**config.mk**
```make
export PLATFORM = sky130hd
export DESIGN_NAME = memory_arbiter
export DESIGN_NICKNAME = d
export VERILOG_FILES = /design/src/rtl/memory_arbiter.sv
export SDC_FILE = /design/constraint.sdc
export NUM_CORES = 1
export LEC_CHECK = 0
export CAP_MARGIN = 25
export CORE_ASPECT_RATIO = 0.9
export CORE_MARGIN = 2
export CORE_UTILIZATION = 36
export CTS_BUF_LIST = sky130_fd_sc_hd__clkbuf_16
export DETAILED_ROUTE_END_ITERATION = 6
export PLACE_DENSITY_LB_ADDON = 0.2
export REMOVE_ABC_BUFFERS = 1
export SLEW_MARGIN = 20
export SYNTH_ARGS = -nofsm -noshare
export SYNTH_HDL_FRONTEND = slang
export SYNTH_SLANG_ARGS = --single-unit
```
**constraint.sdc**
```tcl
create_clock -name CLOCK -period 1.4 [get_ports CLOCK]
set_clock_uncertainty 0.2 [all_clocks]
set_input_delay 0.28 -clock CLOCK [delete_from_list [all_inputs] [get_ports CLOCK]]
set_output_delay 0.28 -clock CLOCK [all_outputs]
set_load 0.005 [all_outputs]
```
**src/rtl/memory_arbiter.sv**
```systemverilog
// Two-port arbiter sharing one memory_unit between the CPU (port 0) and a second requester (port 1).
// Define MEMORY_ARBITER_FIXED_PRIORITY_EN for fixed port-0 priority; default build is round-robin.
module memory_arbiter #(
    parameter int DATA_WIDTH = 8,
    parameter int ADDR_WIDTH = 8
) (
    input  logic                  CLOCK,
    input  logic                  RESET,
    input  logic                  req0,
    input  logic                  we0,
    input  logic [ADDR_WIDTH-1:0] addr0,
    input  logic [DATA_WIDTH-1:0] wdata0,
    output logic                  ack0,
    output logic [DATA_WIDTH-1:0] rdata0,
    input  logic                  req1,
    input  logic                  we1,
    input  logic [ADDR_WIDTH-1:0] addr1,
    input  logic [DATA_WIDTH-1:0] wdata1,
    output logic                  ack1,
    output logic [DATA_WIDTH-1:0] rdata1,
    output logic [ADDR_WIDTH-1:0] mem_address,
    output logic [1:0]            mem_rw_flag,
    output logic [DATA_WIDTH-1:0] mem_wdata,
    input  logic [DATA_WIDTH-1:0] mem_rdata,
    output logic                  busy,
    output logic                  grant_id
);

    localparam logic [1:0] MEMORY_STAY  = 2'd0;
    localparam logic [1:0] MEMORY_READ  = 2'd1;
    localparam logic [1:0] MEMORY_WRITE = 2'd2;

    typedef enum logic [1:0] {S_IDLE, S_ACCESS, S_COMPLETE} state_t;

    state_t                state_q, state_d;
    logic                  last_grant_q, last_grant_d;
    logic                  grant_id_q, grant_id_d;
    logic                  busy_q, busy_d;
    logic                  we_q, we_d;
    logic                  ack0_q, ack0_d;
    logic                  ack1_q, ack1_d;
    logic [DATA_WIDTH-1:0] rdata0_q, rdata0_d;
    logic [DATA_WIDTH-1:0] rdata1_q, rdata1_d;
    logic [ADDR_WIDTH-1:0] mem_address_q, mem_address_d;
    logic [DATA_WIDTH-1:0] mem_wdata_q, mem_wdata_d;
    logic [1:0]            mem_rw_flag_q, mem_rw_flag_d;

    // A port whose ack is showing this cycle sits out one evaluation, giving the other port a window.
    logic elig0, elig1, pick;
    assign elig0 = req0 & ~ack0_q;
    assign elig1 = req1 & ~ack1_q;

    always_comb begin
        pick = 1'b0;
        if (elig0 && elig1) begin
`ifdef MEMORY_ARBITER_FIXED_PRIORITY_EN
            pick = 1'b0;
`else
            pick = ~last_grant_q;
`endif
        end else begin
            pick = elig1;
        end
    end

    always_comb begin
        state_d       = state_q;
        last_grant_d  = last_grant_q;
        grant_id_d    = grant_id_q;
        busy_d        = busy_q;
        we_d          = we_q;
        ack0_d        = 1'b0;
        ack1_d        = 1'b0;
        rdata0_d      = rdata0_q;
        rdata1_d      = rdata1_q;
        mem_address_d = mem_address_q;
        mem_wdata_d   = mem_wdata_q;
        mem_rw_flag_d = MEMORY_STAY;

        case (state_q)
            S_IDLE: begin
                busy_d = elig0 | elig1;
                if (elig0 || elig1) begin
                    state_d       = S_ACCESS;
                    grant_id_d    = pick;
                    last_grant_d  = pick;
                    we_d          = pick ? we1 : we0;
                    mem_address_d = pick ? addr1 : addr0;
                    if (pick ? we1 : we0) begin
                        mem_wdata_d   = pick ? wdata1 : wdata0;
                        mem_rw_flag_d = MEMORY_WRITE;
                    end else begin
                        mem_wdata_d   = '0;
                        mem_rw_flag_d = MEMORY_READ;
                    end
                end
            end
            S_ACCESS: begin
                state_d = S_COMPLETE;
                busy_d  = 1'b1;
            end
            S_COMPLETE: begin
                // busy stays up through the ack cycle so it covers the whole transaction.
                state_d = S_IDLE;
                busy_d  = 1'b1;
                if (grant_id_q) begin
                    ack1_d = 1'b1;
                    if (!we_q) rdata1_d = mem_rdata;
                end else begin
                    ack0_d = 1'b1;
                    if (!we_q) rdata0_d = mem_rdata;
                end
            end
            default: begin
                state_d = S_IDLE;
                busy_d  = 1'b0;
            end
        endcase
    end

    always_ff @(posedge CLOCK) begin
        if (RESET) begin
            state_q       <= S_IDLE;
            last_grant_q  <= 1'b1;
            grant_id_q    <= 1'b0;
            busy_q        <= 1'b0;
            we_q          <= 1'b0;
            ack0_q        <= 1'b0;
            ack1_q        <= 1'b0;
            rdata0_q      <= '0;
            rdata1_q      <= '0;
            mem_address_q <= '0;
            mem_wdata_q   <= '0;
            mem_rw_flag_q <= MEMORY_STAY;
        end else begin
            state_q       <= state_d;
            last_grant_q  <= last_grant_d;
            grant_id_q    <= grant_id_d;
            busy_q        <= busy_d;
            we_q          <= we_d;
            ack0_q        <= ack0_d;
            ack1_q        <= ack1_d;
            rdata0_q      <= rdata0_d;
            rdata1_q      <= rdata1_d;
            mem_address_q <= mem_address_d;
            mem_wdata_q   <= mem_wdata_d;
            mem_rw_flag_q <= mem_rw_flag_d;
        end
    end

    assign ack0        = ack0_q;
    assign ack1        = ack1_q;
    assign rdata0      = rdata0_q;
    assign rdata1      = rdata1_q;
    assign mem_address = mem_address_q;
    assign mem_wdata   = mem_wdata_q;
    assign mem_rw_flag = mem_rw_flag_q;
    assign busy        = busy_q;
    assign grant_id    = grant_id_q;

endmodule

```
==> results of run 1 <==
==> kinds of logic after synthesis <==
group                      after synthesis  synth area share
AOI/OAI and AO/OA                       31             0.151
adders and majority gates                5            0.0359
buffers and inverters                   13            0.0403
DFF                                     42             0.483
muxes                                   18             0.104
and+or+nand+nor                         69             0.186
==> flip-flops by register name, indices dropped and copies added (netlist names) <==
register      cells
ack0              1
ack1              1
busy              1
grant_id          1
last_grant_q      1
mem_address       8
mem_rw_flag       2
mem_wdata         8
rdata0            8
rdata1            8
state_q           2
we_q              1
==> Yosys cell counts <==
master     n
dfxtp_1   42
nor2_1    38
mux2i_1   18
nor3_1    10
nand2_1    9
a211oi_1   8
a21oi_1    8
a221oi_1   8
clkbuf_1   5
ha_1       5
buf_4      3
a21boi_4   2
buf_2      2
inv_1      2
nor3b_1    2
a211oi_2   1
a21oi_4    1
a221o_1    1
a22oi_1    1
and2b_1    1
and2b_4    1
and3_4     1
and3b_1    1
buf_6      1
nand2b_1   1
nand2b_2   1
nand3_1    1
nand3b_1   1
nand3b_2   1
nor4_1     1
o21ai_2    1
==> per-layer routing <==
metal	vias to the layer above	routed length, um
met5	-	0
met1	901	2540
met3	12	252
li1	868	-
met4	0	132
met2	45	3320
==> tightest hold or removal path, cell delays in order (launching register included) <==
cell and delay [ns]:
dfxtp_1 0.32, mux2i_1 0.06, nor2_1 0.07
==> timing repair <==
action	CTS	global route
setup endpoints to repair	78	42
setup buffers	9	4
endpoints found under the hold margin	0	0
gates cloned	4	0
pin swaps	27	20
gates resized for setup	107	18
==> power breakdown <==
group / total [uW] / leakage (uW) / internal, uW / switching [uW]
combinational: 1250 / 0.00115 / 691 / 562
clock: 1080 / 0.0000663 / 642 / 441
sequential: 1390 / 0.000347 / 1320 / 75.4
total: 3730 / 0.00156 / 2650 / 1080
==> through the flow <==
stage	instance area (um2)	std cells	setup slack (ns)
2_1_floorplan	1680	167	-0.738
3_3_place_gp	2850	338	-0.478
3_5_place_dp	2850	338	-0.532
4_1_cts	3350	359	-0.139
5_1_grt	3450	361	-0.255
6_report	3450	361	-0.202
==> layout make-up <==
cell class,instances,share of cell area
Timing Repair Buffer,122,0.364
Inverter,2,0.00363
Multi-Input combinational cell,125,0.323
Tap cell,62,0.0225
Clock buffer,5,0.0363
Clock inverter,3,0.00327
Sequential cell,42,0.247
==> how the worst min path moves through the flow <==
stage	end	depth (start not counted)	startpoint	slack (ns)
after floorplan	we_q	1	RESET	0.14
after global placement	rdata1[1]	2	rdata1[1]	0.27
after detailed placement	mem_wdata[2]	2	mem_wdata[2]	0.28
after CTS	mem_wdata[7]	2	mem_wdata[7]	0.29
after global routing	mem_wdata[2]	2	mem_wdata[2]	0.31
final	rdata0[3]	2	rdata0[3]	0.29
==> impl_metrics.csv, run 1 <==
group,metric,value,unit
worst_setup_path,r2r_start,"ack1",
grt,grt_overflow_total,0,
timing,fmax,0.624,GHz
die,start_util,0.383,
grt,track_usage,0.232,
final_layout,fillers,330,
timing,setup-tns-final,-3.84,ns
pwr,p_leak,0.00156,uW
worst_setup_path,cp_cell_sequence,"and2b_4, a21boi_4, clkbuf_16, a221oi_4, nor3_2",
grt,grt_max_degree,20,
worst_setup_path,critical_path_cell_count,5,
worst_setup_path,rrSetupSlack,-0.20,ns
grt,grt_use_met1,0.267,
grt,grtUsageMet2,0.415,
grt,antenna_found_initial,0,
clock_network,insertion_delay,0.28,ns
final_layout,finish.utilization,0.758,
routing,drc,0,
grt,use_met3,0.0517,
min_path,hp-class,"flip-flop to flip-flop",
worst_setup_path,critPathMaxStageDelay,0.34,ns
final_layout,regArea,851,um2
routing,num_vias,1826,
final_layout,area_growth_syn_to_layout,98.1,%
pwr,totalPowerFinal,3730,uW
timing,layout_setup_ws,-0.202,ns
pwr,power_density,1080,mW/mm2
timing,final_hold_viol_count,0,
timing,finalSetupViolCount,39,
routing,drt-initial-drc-count,45,
worst_setup_path,end_kind,"flip-flop",
final_layout,antenna_cells,0,
clock_network,cts.sinks,42,
synthesis,syn_inst,178,
synthesis,synth_area_leaders,"dfxtp_1, mux2i_1, nor2_1, a221oi_1, ha_1",
die,die_x,77.3,um
die,dieArea,0.00541,mm2
clock_network,hold_buffers,0,
clock_network,cts-buffers-inserted,5,
synthesis,synth_seq_area_share,0.483,
outcome,status,"finished with violations",
routing,vias_per_cell,5.06,
worst_setup_path,worstPathArrival,1.56,ns
final_layout,mostFrequentLayoutCells,"clkdlybuf4s50_1, dlygate4sd2_1, nor2_1, dfxtp_1, mux2i_1",
placement,portBuffers,83,
die,core,0.00455,mm2
worst_setup_path,timing.rr.end,"mem_wdata[7]",
routing,wl_per_cell,17.3,um
clock_network,clkTransAtPathRegs,0.06,ns
outcome,violations,"negative setup slack",
synthesis,synth_warnings,0,
final_layout,multi_input_area,0.00111,mm2
grt,grt_first_pass_wirelength,9.78,mm
synthesis,syn-cell-area,0.00174,mm2
routing,ant_nets,0,
worst_setup_path,r2r_cells,5,
pwr,ir_drop,858,uV
timing,finalCritPeriodShare,1.14,
clock_network,cts_buffer_depth,2,
grt,grt_pass1_vias,1880,
worst_setup_path,crit_family,"simple AND/OR/NAND/NOR gates",
routing,postRouteWirelength,6.24,mm
timing,hold_slack,0.287,ns
die,ios,84,
clock_network,cts_tree,"built",
timing,final-max-slew-violation-count,0,
clock_network,cts_htree_levels,2,
clock_network,cts_root_buf,"clkbuf_16",
worst_setup_path,startpoint_type,"flip-flop",
synthesis,yosysTopAreaCell,"dfxtp_1",
synthesis,avgSynthCellArea,9.78,um2
worst_setup_path,crit_fanout,5,
die,rows,23,
synthesis,synth.distinct_cells,31,
routing,drt-pass1-iter-count,4,
worst_setup_path,required,1.36,ns
grt,busiest_layer,"met2",
worst_setup_path,path_buf_inv,1,
job,maxCapViolations,0,
die,die-height,70.0,um
timing,worstMarginPinSlew,0.244,ns
worst_setup_path,setup.worst_path.class,"flip-flop to flip-flop",
timing,maxSlewHeadroom,0.838,
worst_setup_path,critical_path.slowest_cell,"dfxtp_2",
timing,finalCriticalPeriod,1.60,ns
final_layout,fin_nets,349,
timing,grt_setup_unrepaired,"yes",
final_layout,layout-drive-gt1-share,0.341,
worst_setup_path,crit_end,"mem_wdata[7]",
synthesis,synth-seq-cells,42,
synthesis,synth_top_cell_area_share,0.483,
placement,place.gp.congestion,0.740,
final_layout,final_common_cell,"clkdlybuf4s50_1",
worst_setup_path,crit_start,"ack1",
placement,dpl.hpwl,3.48,mm
(Power assumes the default switching activity.)
==> run 2, diff against run 1 <==
--- a/config.mk
+++ b/config.mk
@@ -13,6 +13,7 @@
 export DETAILED_ROUTE_END_ITERATION = 6
 export PLACE_DENSITY_LB_ADDON = 0.2
 export REMOVE_ABC_BUFFERS = 1
+export SETUP_SLACK_MARGIN = 0.3
 export SLEW_MARGIN = 20
 export SYNTH_ARGS = -nofsm -noshare
 export SYNTH_HDL_FRONTEND = slang
==> run 2 against run 1 <==
  * The flow still finishes with violations (negative setup slack)
  * Routed wire length fell by 8.6%
  * Worst hold slack got worse by 0.0058 ns
  * Highest routed layer unchanged
  * Flip-flop and latch count did not move
  * Core utilization fell by 1.4 points
  * Maximum frequency rose by 0.42%
==> impl_metrics.csv, run 2 (synthesis results as in run 1) <==
group,metric,value,unit
pwr,power.switching,1060,uW
die,dieArea,0.00541,mm2
min_path,hold_depth,2,
min_path,min_to,"rdata0[1]",
timing,grt_setup_unrepaired,"yes",
die,core,0.00455,mm2
pwr,pwr-share-comb,0.334,
clock_network,cts.sinks,42,
grt,grt_pass1_vias,1795,
final_layout,mostFrequentLayoutCells,"clkdlybuf4s50_1, dfxtp_2, nor2_1",
worst_setup_path,r2r_cells,6,
pwr,p_leak,0.00150,uW
worst_setup_path,required,1.39,ns
die,ios,84,
routing,drt-initial-drc-count,99,
grt,track_usage,0.205,
routing,ant_nets,0,
pwr,switching_share,0.284,
placement,portBuffers,83,
pwr,totalPowerFinal,3750,uW
final_layout,fin_area,0.00338,mm2
routing,drc,0,
timing,final-max-slew-violation-count,0,
worst_setup_path,end_kind,"flip-flop",
timing,maxSlewHeadroom,0.824,
clock_network,cts_tree,"built",
grt,grt_overflow_total,0,
grt,grt_max_degree,15,
timing,finalCriticalPeriod,1.59,ns
die,die_x,77.3,um
final_layout,antenna_cells,0,
worst_setup_path,crit_fanout,7,
placement,place.gp.congestion,0.740,
timing,setup-tns-final,-3.78,ns
worst_setup_path,crit_family,"compound AO/OA/AOI/OAI gates",
final_layout,layout-drive-gt1-share,0.563,
grt,antenna_found_initial,0,
clock_network,cts_root_buf,"clkbuf_16",
timing,finalCritPeriodShare,1.14,
outcome,violations,"negative setup slack",
routing,vias_per_cell,4.95,
worst_setup_path,critical_path.slowest_cell,"dfxtp_2",
worst_setup_path,cp_cell_sequence,"inv_4, ha_4, a21boi_4, buf_6, nor2_4, a211oi_2",
routing,drt-pass1-iter-count,4,
min_path,hp-class,"flip-flop to flip-flop",
worst_setup_path,worstPathArrival,1.59,ns
pwr,seq_power_share,0.378,
timing,fmax,0.627,GHz
timing,final_hold_viol_count,0,
worst_setup_path,setup.worst_path.class,"flip-flop to flip-flop",
worst_setup_path,critPathMaxStageDelay,0.34,ns
routing,postRouteWirelength,5.71,mm
timing,finalSetupViolCount,40,
clock_network,clkTransAtPathRegs,0.06,ns
worst_setup_path,startpoint_type,"flip-flop",
clock_network,cts_htree_levels,2,
min_path,hp-start,"rdata0[1]",
clock_network,insertion_delay,0.28,ns
routing,wl_per_cell,15.8,um
pwr,power_report.internal_total,2690,uW
pwr,clock_power_share,0.288,
final_layout,fin_nets,350,
worst_setup_path,rrSetupSlack,-0.19,ns
final_layout,area_growth_syn_to_layout,94.4,%
job,maxCapViolations,0,
placement,dpl_cell_area,0.00285,mm2
timing,layout_setup_ws,-0.195,ns
timing,worstMarginPinSlew,0.263,ns
worst_setup_path,r2r_start,"state_q[0]",
clock_network,cts-buffers-inserted,5,
clock_network,cts_buffer_depth,2,
outcome,status,"finished with violations",
worst_setup_path,timing.rr.end,"mem_address[0]",
pwr,ir_drop,891,uV
clock_network,hold_buffers,0,
routing,num_vias,1792,
placement,dpl.hpwl,3.48,mm
die,die-height,70.0,um
die,start_util,0.383,
die,rows,23,
grt,grt_first_pass_wirelength,8.83,mm
final_layout,final_common_cell,"clkdlybuf4s50_1",
pwr,power_density,1110,mW/mm2
worst_setup_path,path_buf_inv,2,
## run 2: layout make-up
type	count	area, um2
clock inverter	3	11.3
timing repair buffer	123	1200
clock buffer	5	125
multi-input combinational	125	1060
fill	343	1160
inverter	2	12.5
tap	62	77.6
sequential	42	891
## run 2: how the worst max path moves through the flow
| stage | cells past startpoint | to | start |
|---|---|---|---|
| 3_3_place_gp | 6 | mem_address[5] | req0 |
| 4_1_cts | 5 | mem_wdata[5] | ack0 |
| 5_1_grt | 6 | mem_address[0] | state_q[0] |
| 2_1_floorplan | 5 | rdata0[0] | state_q[0] |
| 6_report | 6 | mem_address[0] | state_q[0] |
| 3_5_place_dp | 6 | mem_wdata[0] | req0 |
## run 2: what timing repair did
| item | in CTS | in global routing |
|---|---|---|
| gates cloned | 2 | 1 |
| setup endpoints to repair | 80 | 80 |
| setup buffers | 8 | 5 |
| gates resized for setup | 227 | 42 |
| pin swaps | 15 | 13 |
## run 2: layer usage
| metal | vias to the layer above | global-route usage | wire, um |
|---|---|---|---|
| met5 | - | 0 | 0 |
| met3 | 6 | 0.0465 | 211 |
| met2 | 47 | 0.375 | 3060 |
| met4 | 0 | 0.0556 | 57 |
| li1 | 877 | - | - |
| met1 | 862 | 0.240 | 2370 |
## run 2: tightest hold or removal path: cells and delay by family (launching register included)
kind / cells / cell delay (ns)
flops: 1 / 0.32
simple gates: 1 / 0.07
mux: 1 / 0.06
## run 2: power groups by stage
stage	Clock (uW)	Combinational, uW	Sequential (uW)
2_1_floorplan	0	353	1410
3_3_place_gp	0	931	1400
3_5_place_dp	0	945	1400
4_1_cts	1100	1070	1400
5_1_grt	1150	1340	1430
6_report	1080	1250	1420
## run 2: metrics by stage
| stage | std cells | util | setup WS, ns | hold slack (ns) |
|---|---|---|---|---|
| 2_1_floorplan | 167 | - | -0.738 | 0.145 |
| 3_3_place_gp | 338 | 0.627 | -0.478 | 0.274 |
| 3_5_place_dp | 338 | 0.627 | -0.532 | 0.279 |
| 4_1_cts | 356 | 0.699 | -0.109 | 0.284 |
| 5_1_grt | 362 | 0.744 | -0.262 | 0.307 |
| 6_report | 362 | 0.744 | -0.195 | 0.281 |
==> run 3, diff against run 2 <==
--- a/config.mk
+++ b/config.mk
@@ -6,9 +6,11 @@
 export NUM_CORES = 1
 export LEC_CHECK = 0
 export CAP_MARGIN = 25
+export CELL_PAD_IN_SITES_DETAIL_PLACEMENT = 0
+export CELL_PAD_IN_SITES_GLOBAL_PLACEMENT = 1
 export CORE_ASPECT_RATIO = 0.9
 export CORE_MARGIN = 2
-export CORE_UTILIZATION = 36
+export CORE_UTILIZATION = 26
 export CTS_BUF_LIST = sky130_fd_sc_hd__clkbuf_16
 export DETAILED_ROUTE_END_ITERATION = 6
 export PLACE_DENSITY_LB_ADDON = 0.2
==> run 3 against run 2 <==
  * The run still ends with negative setup slack left
  * Total power hardly changed
  * Clock power about the same
  * Setup slack improved by 0.025 ns
  * Cell area grew 1.7%
  * Core utilization decreased by 22 points
  * Global-route usage is 5.5 points lower
  * Sequential power hardly changed
  * Register-to-register slack better by 0.03 ns
  * Critical endpoint is now mem_wdata[1]
  * Largest power group unchanged
==> impl_metrics.csv, run 3 (synthesis results as in run 1) <==
group,metric,value,unit
timing,fmax,0.637,GHz
worst_setup_path,path_buf_inv,2,
worst_setup_path,rrSetupSlack,-0.17,ns
clock_network,hold_buffers,0,
grt,grt_overflow_total,0,
routing,num_vias,1762,
die,die_x,90.2,um
pwr,p_leak,0.00152,uW
routing,postRouteWirelength,5.56,mm
min_path,hp-start,"rdata0[1]",
worst_setup_path,timing.rr.end,"mem_wdata[1]",
outcome,violations,"negative setup slack",
worst_setup_path,r2r_start,"ack0",
clock_network,cts-buffers-inserted,5,
timing,layout_setup_ws,-0.169,ns
pwr,ir_drop,560,uV
worst_setup_path,setup.worst_path.class,"flip-flop to flip-flop",
grt,antenna_found_initial,0,
routing,drt-initial-drc-count,29,
grt,grt_max_degree,17,
timing,finalCriticalPeriod,1.57,ns
worst_setup_path,crit_fanout,5,
final_layout,mostFrequentLayoutCells,"clkdlybuf4s50_1, dfxtp_2, nor2_1",
clock_network,clkTransAtPathRegs,0.06,ns
timing,hold_slack,0.282,ns
clock_network,cts_buffer_depth,2,
worst_setup_path,r2r_cells,6,
worst_setup_path,critical_path.slowest_cell,"dfxtp_2",
final_layout,regArea,890,um2
grt,grt_first_pass_wirelength,8.74,mm
min_path,min_to,"rdata0[1]",
clock_network,cts_htree_levels,2,
timing,grt_setup_unrepaired,"yes",
placement,dp_cells,367,
timing,finalSetupViolCount,38,
die,die-height,81.6,um
worst_setup_path,critPathMaxStageDelay,0.32,ns
worst_setup_path,cp_cell_sequence,"buf_6, and2b_4, o21ai_4, buf_4, a221oi_1, nor3_1",
final_layout,multi_input_area,0.00109,mm2
die,start_util,0.267,
die,core,0.00652,mm2
final_layout,layout-drive-gt1-share,0.555,
timing,final_hold_viol_count,0,
timing,maxSlewHeadroom,0.820,
clock_network,cts_tree,"built",
grt,grt_pass1_vias,1741,
die,ios,84,
final_layout,area_growth_syn_to_layout,97.8,%
outcome,status,"finished with violations",
worst_setup_path,startpoint_type,"flip-flop",
final_layout,final_common_cell,"clkdlybuf4s50_1",
routing,drc,0,
worst_setup_path,worstPathArrival,1.54,ns
placement,dpl.hpwl,3.48,mm
routing,wl_per_cell,14.0,um
clock_network,cts.sinks,42,
final_layout,finalNonFillerCells,398,
routing,vias_per_cell,4.43,
routing,ant_nets,0,
final_layout,antenna_cells,0,
worst_setup_path,crit_family,"simple AND/OR/NAND/NOR gates",
clock_network,cts_root_buf,"clkbuf_16",
timing,finalCritPeriodShare,1.12,
min_path,hold_depth,2,
clock_network,insertion_delay,0.28,ns
timing,worstMarginPinSlew,0.269,ns
die,rows,28,
routing,drt-pass1-iter-count,4,
die,dieArea,0.00737,mm2
min_path,hp-class,"flip-flop to flip-flop",
final_layout,fillers,628,
placement,place.gp.congestion,0.710,
placement,portBuffers,83,
timing,final-max-slew-violation-count,0,
job,maxCapViolations,0,
worst_setup_path,end_kind,"flip-flop",
final_layout,fin_nets,358,
worst_setup_path,required,1.37,ns
grt,track_usage,0.150,
pwr,power_density,1090,mW/mm2
[run 3: tightest hold or removal path, cell delays in order, from the launching register on]
cell and delay [ns]:
dfxtp_2 0.32, mux2i_1 0.06, nor2_1 0.07
[run 3: worst max-delay path by stage]
| stage | from | end | slack [ns] | cells past startpoint |
|---|---|---|---|---|
| 2_1_floorplan | state_q[0] | rdata0[0] | -0.74 | 5 |
| 3_3_place_gp | req0 | last_grant_q | -0.48 | 5 |
| 3_5_place_dp | req0 | last_grant_q | -0.55 | 5 |
| 4_1_cts | ack0 | mem_wdata[0] | -0.19 | 6 |
| 5_1_grt | ack0 | mem_wdata[1] | -0.21 | 6 |
| 6_report | ack0 | mem_wdata[1] | -0.17 | 6 |
[run 3: power by group]
group	internal, uW	switching, uW
logic	711	522
registers	1340	78.2
clock network	645	457
total	2690	1060
[run 3: final cells by class]
type,instances,share of cell area
Timing Repair Buffer,130,0.348
Multi-Input combinational cell,126,0.317
Sequential cell,42,0.258
Clock buffer,5,0.0364
Tap cell,90,0.0327
Clock inverter,3,0.00364
Inverter,2,0.00364
[run 3: timing repair]
item	in CTS	in global routing
pin swaps	20	20
resized for setup	208	61
gates cloned	5	1
setup endpoints to repair	79	79
setup buffers	9	8
[run 3: through the flow]
step | utilization | TNS [ns] | power (uW) | worst slack (ns) | area [um2]
2_1_floorplan | - | -10.48 | 1770 | -0.738 | 1680
3_3_place_gp | 0.440 | -12.34 | 2340 | -0.481 | 2870
3_5_place_dp | 0.440 | -13.90 | 2340 | -0.550 | 2870
4_1_cts | 0.482 | -4.41 | 3560 | -0.191 | 3140
5_1_grt | 0.528 | -5.87 | 3960 | -0.209 | 3440
6_report | 0.528 | -3.19 | 3750 | -0.169 | 3440
[run 3: per-layer routing]
metal	global-route usage	part of all wire	vias up
met5	0	0	-
met4	0.0600	0.014	0
met3	0.0422	0.062	8
met2	0.233	0.44	62
met1	0.200	0.48	800
li1	-	-	892
